<file path="config.mk">
export PLATFORM = sky130hd
export DESIGN_NAME = rx_frame_ctrl
export DESIGN_NICKNAME = d
export VERILOG_FILES = /design/src/rtl/rx_frame_pkg.sv /design/src/rtl/rx_frame_csum.sv /design/src/rtl/rx_frame_ctrl.sv
export SDC_FILE = /design/constraint.sdc
export NUM_CORES = 1
export LEC_CHECK = 0
export BUFFER_PORTS_ARGS = -buffer_cell sky130_fd_sc_hd__buf_2
export CORE_MARGIN = 3
export CORE_UTILIZATION = 35
export CTS_BUF_LIST = sky130_fd_sc_hd__clkbuf_4 sky130_fd_sc_hd__clkbuf_8
export DETAILED_ROUTE_END_ITERATION = 6
export HOLD_SLACK_MARGIN = 0.1
export PLACE_DENSITY = 0.61
export SLEW_MARGIN = 10
export SYNTH_ARGS = -nofsm -noshare
export SYNTH_HDL_FRONTEND = slang
export SYNTH_SLANG_ARGS = --single-unit
</file>
<file path="constraint.sdc">
create_clock -name clk -period 2.8 [get_ports clk]
set_clock_uncertainty 0.1 [all_clocks]
set_input_delay 0.7 -clock clk [delete_from_list [all_inputs] [get_ports clk]]
set_output_delay 0.7 -clock clk [all_outputs]
set_load 0.05 [all_outputs]
</file>
<file path="src/rtl/rx_frame_pkg.sv">
// rtl/rx_frame_pkg.sv - shared state encodings, error codes and defaults for the frame receiver
package rx_frame_pkg;

    typedef enum logic [1:0] {
        ST_IDLE = 2'd0,
        ST_LEN  = 2'd1,
        ST_PAY  = 2'd2,
        ST_CSUM = 2'd3
    } rx_state_t;

    localparam logic [1:0] ERR_TIMEOUT = 2'd0;
    localparam logic [1:0] ERR_LINE    = 2'd1;
    localparam logic [1:0] ERR_LEN     = 2'd2;
    localparam logic [1:0] ERR_CSUM    = 2'd3;

    localparam logic [7:0] SOF_DEFAULT = 8'h7E;

endpackage

</file>
<file path="src/rtl/rx_frame_csum.sv">
// rtl/rx_frame_csum.sv - 8-bit modular checksum accumulator with load, add and compare
module rx_frame_csum (
    input  logic       clk,
    input  logic       rst,
    input  logic       load_i,
    input  logic [7:0] load_val_i,
    input  logic       add_i,
    input  logic [7:0] add_val_i,
    input  logic [7:0] cmp_i,
    output logic [7:0] sum_o,
    output logic       match_o
);

    logic [7:0] sum_q;

    always_ff @(posedge clk or posedge rst) begin
        if (rst) begin
            sum_q <= 8'h00;
        end else if (load_i) begin
            sum_q <= load_val_i;
        end else if (add_i) begin
            sum_q <= sum_q + add_val_i;
        end
    end

    assign sum_o   = sum_q;
    assign match_o = (cmp_i == sum_q);

endmodule

</file>
<file path="src/rtl/rx_frame_ctrl.sv">
// rtl/rx_frame_ctrl.sv - UART byte sequencer and SOF/LEN/payload/CSUM frame parser
// Optional inter-byte timeout enabled by defining RX_FRAME_TIMEOUT_EN.
module rx_frame_ctrl
    import rx_frame_pkg::*;
#(
    parameter logic [7:0] SOF_BYTE    = SOF_DEFAULT,
    parameter int         MAX_LEN     = 16,
    parameter int         TIMEOUT_CYC = 4096
) (
    input  logic       clk,
    input  logic       rst,
    input  logic [7:0] rx_po,
    input  logic       rx_ready,
    input  logic       rx_error,
    output logic       rx_data_ack,
    output logic [7:0] frm_data,
    output logic       frm_valid,
    output logic       frm_last,
    input  logic       frm_ready,
    output logic       frm_done,
    output logic       frm_err,
    output logic [1:0] err_code
);

    rx_state_t  state_q;
    logic       ack_wait_q;
    logic       rx_data_ack_q;
    logic [7:0] frm_data_q;
    logic       frm_valid_q;
    logic       frm_last_q;
    logic       frm_done_q;
    logic       frm_err_q;
    logic [1:0] err_code_q;
    logic [7:0] count_q;

    logic       byte_avail;
    logic       accept;
    logic       len_ok;
    logic       csum_load;
    logic       csum_add;
    logic       csum_match;
    logic [7:0] csum_sum;
    logic       timeout;

    assign byte_avail = rx_ready & ~ack_wait_q;
    assign len_ok     = (rx_po != 8'd0) && (rx_po <= 8'(MAX_LEN));

    // In PAY the byte is consumed only once the downstream takes the beat,
    // except a line-error byte, which is consumed without being forwarded.
    always_comb begin
        accept = byte_avail;
        if (state_q == ST_PAY) begin
            accept = byte_avail & (frm_valid_q ? frm_ready : rx_error);
        end
    end

    assign csum_load = (state_q == ST_LEN) & accept & ~rx_error;
    assign csum_add  = (state_q == ST_PAY) & accept & frm_valid_q;

    rx_frame_csum u_csum (
        .clk        (clk),
        .rst        (rst),
        .load_i     (csum_load),
        .load_val_i (rx_po),
        .add_i      (csum_add),
        .add_val_i  (frm_data_q),
        .cmp_i      (rx_po),
        .sum_o      (csum_sum),
        .match_o    (csum_match)
    );

`ifdef RX_FRAME_TIMEOUT_EN
    localparam int TMR_W = $clog2(TIMEOUT_CYC);

    logic [TMR_W-1:0] timer_q;
    logic             unused_csum;

    assign unused_csum = |csum_sum;
    assign timeout = (state_q != ST_IDLE) && !accept &&
                     (timer_q == TMR_W'(TIMEOUT_CYC - 1));

    // Time spent waiting on a stalled downstream is not charged to the sender.
    always_ff @(posedge clk or posedge rst) begin
        if (rst) begin
            timer_q <= '0;
        end else if ((state_q == ST_IDLE) || accept || timeout) begin
            timer_q <= '0;
        end else if (!(frm_valid_q && !frm_ready)) begin
            timer_q <= timer_q + 1'b1;
        end
    end
`else
    logic unused_timeout;

    assign unused_timeout = (|TIMEOUT_CYC) ^ (|csum_sum);
    assign timeout        = 1'b0;
`endif

    always_ff @(posedge clk or posedge rst) begin
        if (rst) begin
            state_q       <= ST_IDLE;
            ack_wait_q    <= 1'b0;
            rx_data_ack_q <= 1'b0;
            frm_data_q    <= 8'h00;
            frm_valid_q   <= 1'b0;
            frm_last_q    <= 1'b0;
            frm_done_q    <= 1'b0;
            frm_err_q     <= 1'b0;
            err_code_q    <= ERR_TIMEOUT;
            count_q       <= 8'h00;
        end else begin
            rx_data_ack_q <= accept;
            frm_done_q    <= 1'b0;
            frm_err_q     <= 1'b0;

            if (accept) begin
                ack_wait_q <= 1'b1;
            end else if (!rx_ready) begin
                ack_wait_q <= 1'b0;
            end

            if (timeout) begin
                state_q     <= ST_IDLE;
                frm_valid_q <= 1'b0;
                frm_last_q  <= 1'b0;
                frm_err_q   <= 1'b1;
                err_code_q  <= ERR_TIMEOUT;
            end else if (accept && rx_error && (state_q != ST_IDLE)) begin
                state_q     <= ST_IDLE;
                frm_valid_q <= 1'b0;
                frm_last_q  <= 1'b0;
                frm_err_q   <= 1'b1;
                err_code_q  <= ERR_LINE;
            end else begin
                case (state_q)
                    ST_IDLE: begin
                        if (accept && !rx_error && (rx_po == SOF_BYTE)) begin
                            state_q <= ST_LEN;
                        end
                    end
                    ST_LEN: begin
                        if (accept) begin
                            count_q <= rx_po;
                            if (len_ok) begin
                                state_q <= ST_PAY;
                            end else begin
                                state_q    <= ST_IDLE;
                                frm_err_q  <= 1'b1;
                                err_code_q <= ERR_LEN;
                            end
                        end
                    end
                    ST_PAY: begin
                        if (!frm_valid_q) begin
                            if (byte_avail) begin
                                frm_valid_q <= 1'b1;
                                frm_data_q  <= rx_po;
                                frm_last_q  <= (count_q == 8'd1);
                            end
                        end else if (accept) begin
                            frm_valid_q <= 1'b0;
                            frm_last_q  <= 1'b0;
                            count_q     <= count_q - 8'd1;
                            if (count_q == 8'd1) begin
                                state_q <= ST_CSUM;
                            end
                        end
                    end
                    ST_CSUM: begin
                        if (accept) begin
                            state_q <= ST_IDLE;
                            if (csum_match) begin
                                frm_done_q <= 1'b1;
                            end else begin
                                frm_err_q  <= 1'b1;
                                err_code_q <= ERR_CSUM;
                            end
                        end
                    end
                    default: state_q <= ST_IDLE;
                endcase
            end
        end
    end

    assign rx_data_ack = rx_data_ack_q;
    assign frm_data    = frm_data_q;
    assign frm_valid   = frm_valid_q;
    assign frm_last    = frm_last_q;
    assign frm_done    = frm_done_q;
    assign frm_err     = frm_err_q;
    assign err_code    = err_code_q;

endmodule
</file>
# Word level (Yosys, flattened, before mapping)
# Cells that the tools add are included.
[totals]
in_bits = 13
output_inout_bits = 15
regBits = 34
[classes]
eq_ne = 19
muxes = 45
reduce_logical = 19
magnitude_cmp = 1
addsub = 2
n_bitwise = 10
[ops]
columns = ["op", "count"]
rows = [
  ["8-bit two-way mux", 5],
  ["2-bit two-way mux", 13],
  ["1-bit two-way mux", 23],
  ["8-bit one-hot mux with 2 select lines", 1],
  ["3-bit by 2-bit != test with 1-bit output (second input constant)", 4],
  ["5-bit AND reduction", 2],
  ["3-bit != test (second input constant)", 3],
  ["8-bit adder", 1],
  ["8-bit by 1-bit == test with 1-bit output (second input constant)", 1],
  ["8-bit by 7-bit == test with 1-bit output (second input constant)", 1],
  ["8-bit == test", 1],
  ["8-bit by 5-bit <= comparator with 1-bit output (second input constant)", 1],
  ["2-bit one-hot mux with 4 select lines", 1],
  ["2-bit nonzero test", 4],
  ["8-bit nonzero test", 1],
  ["8-bit by 1-bit subtractor with 8-bit output (second input constant)", 1],
  ["1-bit AND", 6],
  ["2-bit != test (second input constant)", 3],
  ["3-bit by 1-bit != test with 1-bit output (second input constant)", 2],
  ["6-bit AND reduction", 1],
  ["3-bit nonzero test", 2],
  ["1-bit logical AND", 5],
  ["2-bit == test (second input constant)", 2],
  ["1-bit inverter", 4],
  ["other kinds (8)", 8],
]

# Longest topological paths before layout
[depth]
ltp_word = 9
depth_mapped = 10
depth_no_buf = 9

# Hierarchy
# A second synthesis with hierarchy kept.
[unflattened]
cells_unflattened = 250
area_unflattened_um2 = 2267.2
[by_module_without_submodules]
columns = ["mod", "cells_each", "area_each_um2", "seq_area_each_um2", "n_inst"]
rows = [
  ["rx_frame_ctrl", 154, 1451.4, 650.6, 1],
  ["rx_frame_csum", 96, 815.8, 200.2, 1],
]

# Worst setup path before layout
# Ideal clock, no wire load.
[synth_timing]
path_kind = "register to register"
from = "register frm_data_q[0], in the netlist frm_data[0]"
to = "register u_csum.sum_q[6], in the netlist u_csum.sum_o[6]"
setup_ns = 0.126
path_stages_with_launch = 10
setup_slack_ns = 0.472
synth_period_minus_slack_ns = 2.328
t_arrival_ns = 2.102
cell_sequence = "dfrtp_1 -> ha_1 -> inv_1 -> fa_1 -> nor2b_1 -> nor3_1 -> o21bai_1 -> a21oi_1 -> xnor2_1 -> a221o_1"
[synth_via]
elab_chain_cells = 3
[synth_lines]
columns = ["element", "line_no", "text"]
rows = [
  ["start: declaration", "rx_frame_ctrl.sv:28", "logic [7:0] frm_data_q;"],
  ["start signal: assignment", "rx_frame_ctrl.sv:157", "frm_data_q <= rx_po;"],
  ["8-bit adder", "rx_frame_csum.sv:22", "sum_q <= sum_q + add_val_i;"],
  ["8-bit two-way mux", "rx_frame_csum.sv:21", "end else if (add_i) begin"],
  ["8-bit two-way mux", "rx_frame_csum.sv:19", "end else if (load_i) begin"],
  ["end signal: assignment", "rx_frame_csum.sv:20", "sum_q <= load_val_i;"],
  ["end signal: assignment", "rx_frame_csum.sv:22", ""],
  ["end: declaration", "rx_frame_csum.sv:14", "logic [7:0] sum_q;"],
]
# Every way passes these cells. The select of a mux whose other input is x is not followed.
# A chain may end at the register's enable or synchronous reset.

# Worst setup path after layout
[layout_timing]
from = "register state_q[0]"
to = "register frm_data_q[7], in the netlist frm_data[7]"
[layout_via]
elab_chain_cells = 6
[layout_lines]
columns = ["element", "line_no", "text"]
rows = [
  ["start: declaration", "rx_frame_ctrl.sv:25", "rx_state_t state_q;"],
  ["start signal: assignment", "rx_frame_ctrl.sv:101", "state_q <= ST_IDLE;"],
  ["start signal: assignment", "rx_frame_ctrl.sv:123", "state_q <= ST_IDLE;"],
  ["start signal: assignment", "rx_frame_ctrl.sv:129", "state_q <= ST_IDLE;"],
  ["2-bit == test", "rx_frame_ctrl.sv:52, rx_frame_ctrl.sv:135", ""],
  ["1-bit two-way mux", "rx_frame_ctrl.sv:52", "if (state_q == ST_PAY) begin"],
  ["1-bit logical AND (2 in a row)", "rx_frame_ctrl.sv:128", "end else if (accept && rx_error && (state_q != ST_IDLE)) begin"],
  ["1-bit inverter (no source line)", "-", ""],
  ["4-bit AND reduction (no source line) *", "-", ""],
]
# Every way passes the cells marked *; elsewhere a longest branch is shown, timed or not.

==> results.txt <==
status - completed
gpl congestion - 0.910
Top Ports - 28
first-pass GRT wire length - 9380 um
register area share after synthesis - 38.0%
vias per inst - 5.49
Final Cycle Share - 90.8%
unrepaired setup endpoints after global routing - false
Post-Synth Simple-Gate Area - 15.5%
crit path kind - flip-flop to flip-flop
die width - 86.0 um
Synth top area share - 38.0%
Peak VDD IR - 493 uV
pin count of the biggest net entering global routing - 20
Mapped Area - 2240 um^2
syn_area_per_cell - 9.30 um^2
arrival time worst endpoint - 2620 ps
hold path cells - 1
row count - 28
clk sinks - 34
Synth area leader - dfrtp_1
#FFs+latches synth - 34
H-Tree Depth - 2
layout net count - 298
core footprint - 6060 um^2
Final Hold Vio Count - 0
Worst Path Required - 2870 ps
minimum clock period - 2540 ps
Max-Cap Viols - 0
power per standard cell area - 996 nW/um^2
Die Ht - 86.0 um
Die ar. - 7400 um^2
post-synthesis mux area share - 5.14%
CTS tree - done
hold buffer count at cts - 0
HP Start - ack_wait_q
ANT nets after route - 0
vias in the first global route - 1862
relative slew slack - 53.7%
P_leak - 0.00114 uW
CP Launch Point - state_q[0]
FF-to-FF Start - state_q[0]
Critical Path End Type - flip-flop
fmax - 393 MHz
Post-synth EDFFs - 0
adder-cell share of the synthesized area - 8.15%
DP HPWL - 4120 um
CTS Root Cell - clkbuf_8
reg2reg path depth - 6
max-slew violation count - 0
ys flop type - dfrtp_1
port bufs - 27
setup_tns - 0 ps
vias - 1906
Area Overhead vs Synth - 14.1%
Reg2Reg Setup Slack - 260 ps
GR Overflow Total - 0
Initial Utilization - 37.0%
CP Max Fanout - 8
wire per inst - 15.7 um
drc violations - 0
post-CTS resize count - 0
Worst Hold Endpoint - ack_wait_q
Antenna Cells - 0
largest family of logic cells by synthesized area - compound AO/OA/AOI/OAI gates
total CTS buffers - 5
DP Cell Count - 339
drt pass-1 iters - 4
top cells by area, synth - dfrtp_1, ha_1, nor2_1, a21oi_1, xnor2_1
post-CTS setup buffer count - 0
Clk Latency, worst-skew pair - 290 ps
Yosys Warn Count - 0
post-synth net total - 268
Compound-Gate Fraction of Synth Area - 21.9%
Final setup viols - 0
Post-Route WL - 5440 um
layout cell share with drive strength beyond 1 - 21.7%
initial antenna violation count - 0
FF-to-FF End - frm_data[7]
fraction of registers with async set/reset - 100%
All-Layer GR Usage - 16.1%
Post-Synthesis Cells - 241
top cells by count, synth - dfrtp_1, nor2_1, a21oi_1
Final Instance Count excl. Fillers - 347
XOR/XNOR Fraction of Synth Area - 5.47%
worst min-delay path class - flip-flop to flip-flop
count of different cell masters after synthesis - 51
clk slew on worst S/H paths - 70 ps
clk buf depth - 2
initial detailed-routing violation count - 133
count leader, synth - dfrtp_1
CP Launch Type - flip-flop
Slew @ Worst Pin - 693 ps
per-stage QoR:
step | total power, uW | area [um^2] | hold slack (ps) | util, % | setup WS [ps]
detailed placement | 2160 | 2460 | 388 | 40.6 | 251
global route | 2760 | 2560 | 428 | 42.2 | 98.3
finish | 2550 | 2560 | 396 | 42.2 | 257
floorplan | 1900 | 2240 | 364 | - | 472
CTS | 2560 | 2560 | 404 | 42.2 | 267
global placement | 2140 | 2460 | 374 | 40.6 | 281
worst max-delay path by stage:
stage                           end  slack (ps)  depth (start not counted)
finish                  frm_data[7]         260                          6
global route            frm_data[7]         100                          6
CTS                     frm_data[7]         270                          6
detailed placement       count_q[6]         250                          7
global placement         count_q[6]         280                          7
floorplan           u_csum.sum_o[6]         470                          9
worst max-delay path, stage by stage, from the launching register on:
cell and delay, ps:
dfrtp_1 470, inv_1 150, ha_1 220, nand2_1 150, o2111ai_2 390, nand4_1 510
mux2_2 440
sequential cells by signal (all words and copies together), names as in the netlist:
signal / count
count_q: 8
frm_data: 8
u_csum.sum_o: 8
err_code: 2
state_q: 2
ack_wait_q: 1
frm_done: 1
frm_err: 1
frm_last: 1
frm_valid: 1
rx_data_ack: 1
cell families after synthesis:
logic type	after synthesis
DFF	34
adders and majority gates	14
AOI/OAI and AO/OA	70
and+or+nand+nor	72
buffers and inverters	27
muxes	10
xor gates and xnor gates	14
metal layers:
layer / vias to the layer above / GRT usage [%] / wire length (um)
li1: 936 / - / -
met1: 906 / 23.3 / 2690
met2: 57 / 23.5 / 2390
met3: 7 / 3.17 / 283
met4: 0 / 5.90 / 85
met5: - / 0 / 0
power by group:
part           internal (uW)  switching [uW]
registers                676             196
clock network            208             185
logic                    504             777
cell usage in the layout, fill, tap and decap left out, types with 9 or more instances in the layout:
| cell | count |
|---|---|
| nor3_1 | 9 |
| buf_2 | 27 |
| inv_1 | 16 |
| nor2_1 | 32 |
| a21oi_1 | 21 |
| ha_1 | 13 |
| o21ai_0 | 14 |
| dfrtp_1 | 34 |
| xnor2_1 | 12 |
layout make-up:
type | instances | area [um^2]
well taps | 75 | 93.8
multi-input cells | 180 | 1260
inverters | 17 | 66.3
clock inverters | 1 | 5.00
clock buffers | 7 | 90.1
flip-flops and latches | 34 | 851
fillers | 610 | 3500
repair buffers | 33 | 193
No activity file was read; power rests on OpenSTA's default activity.
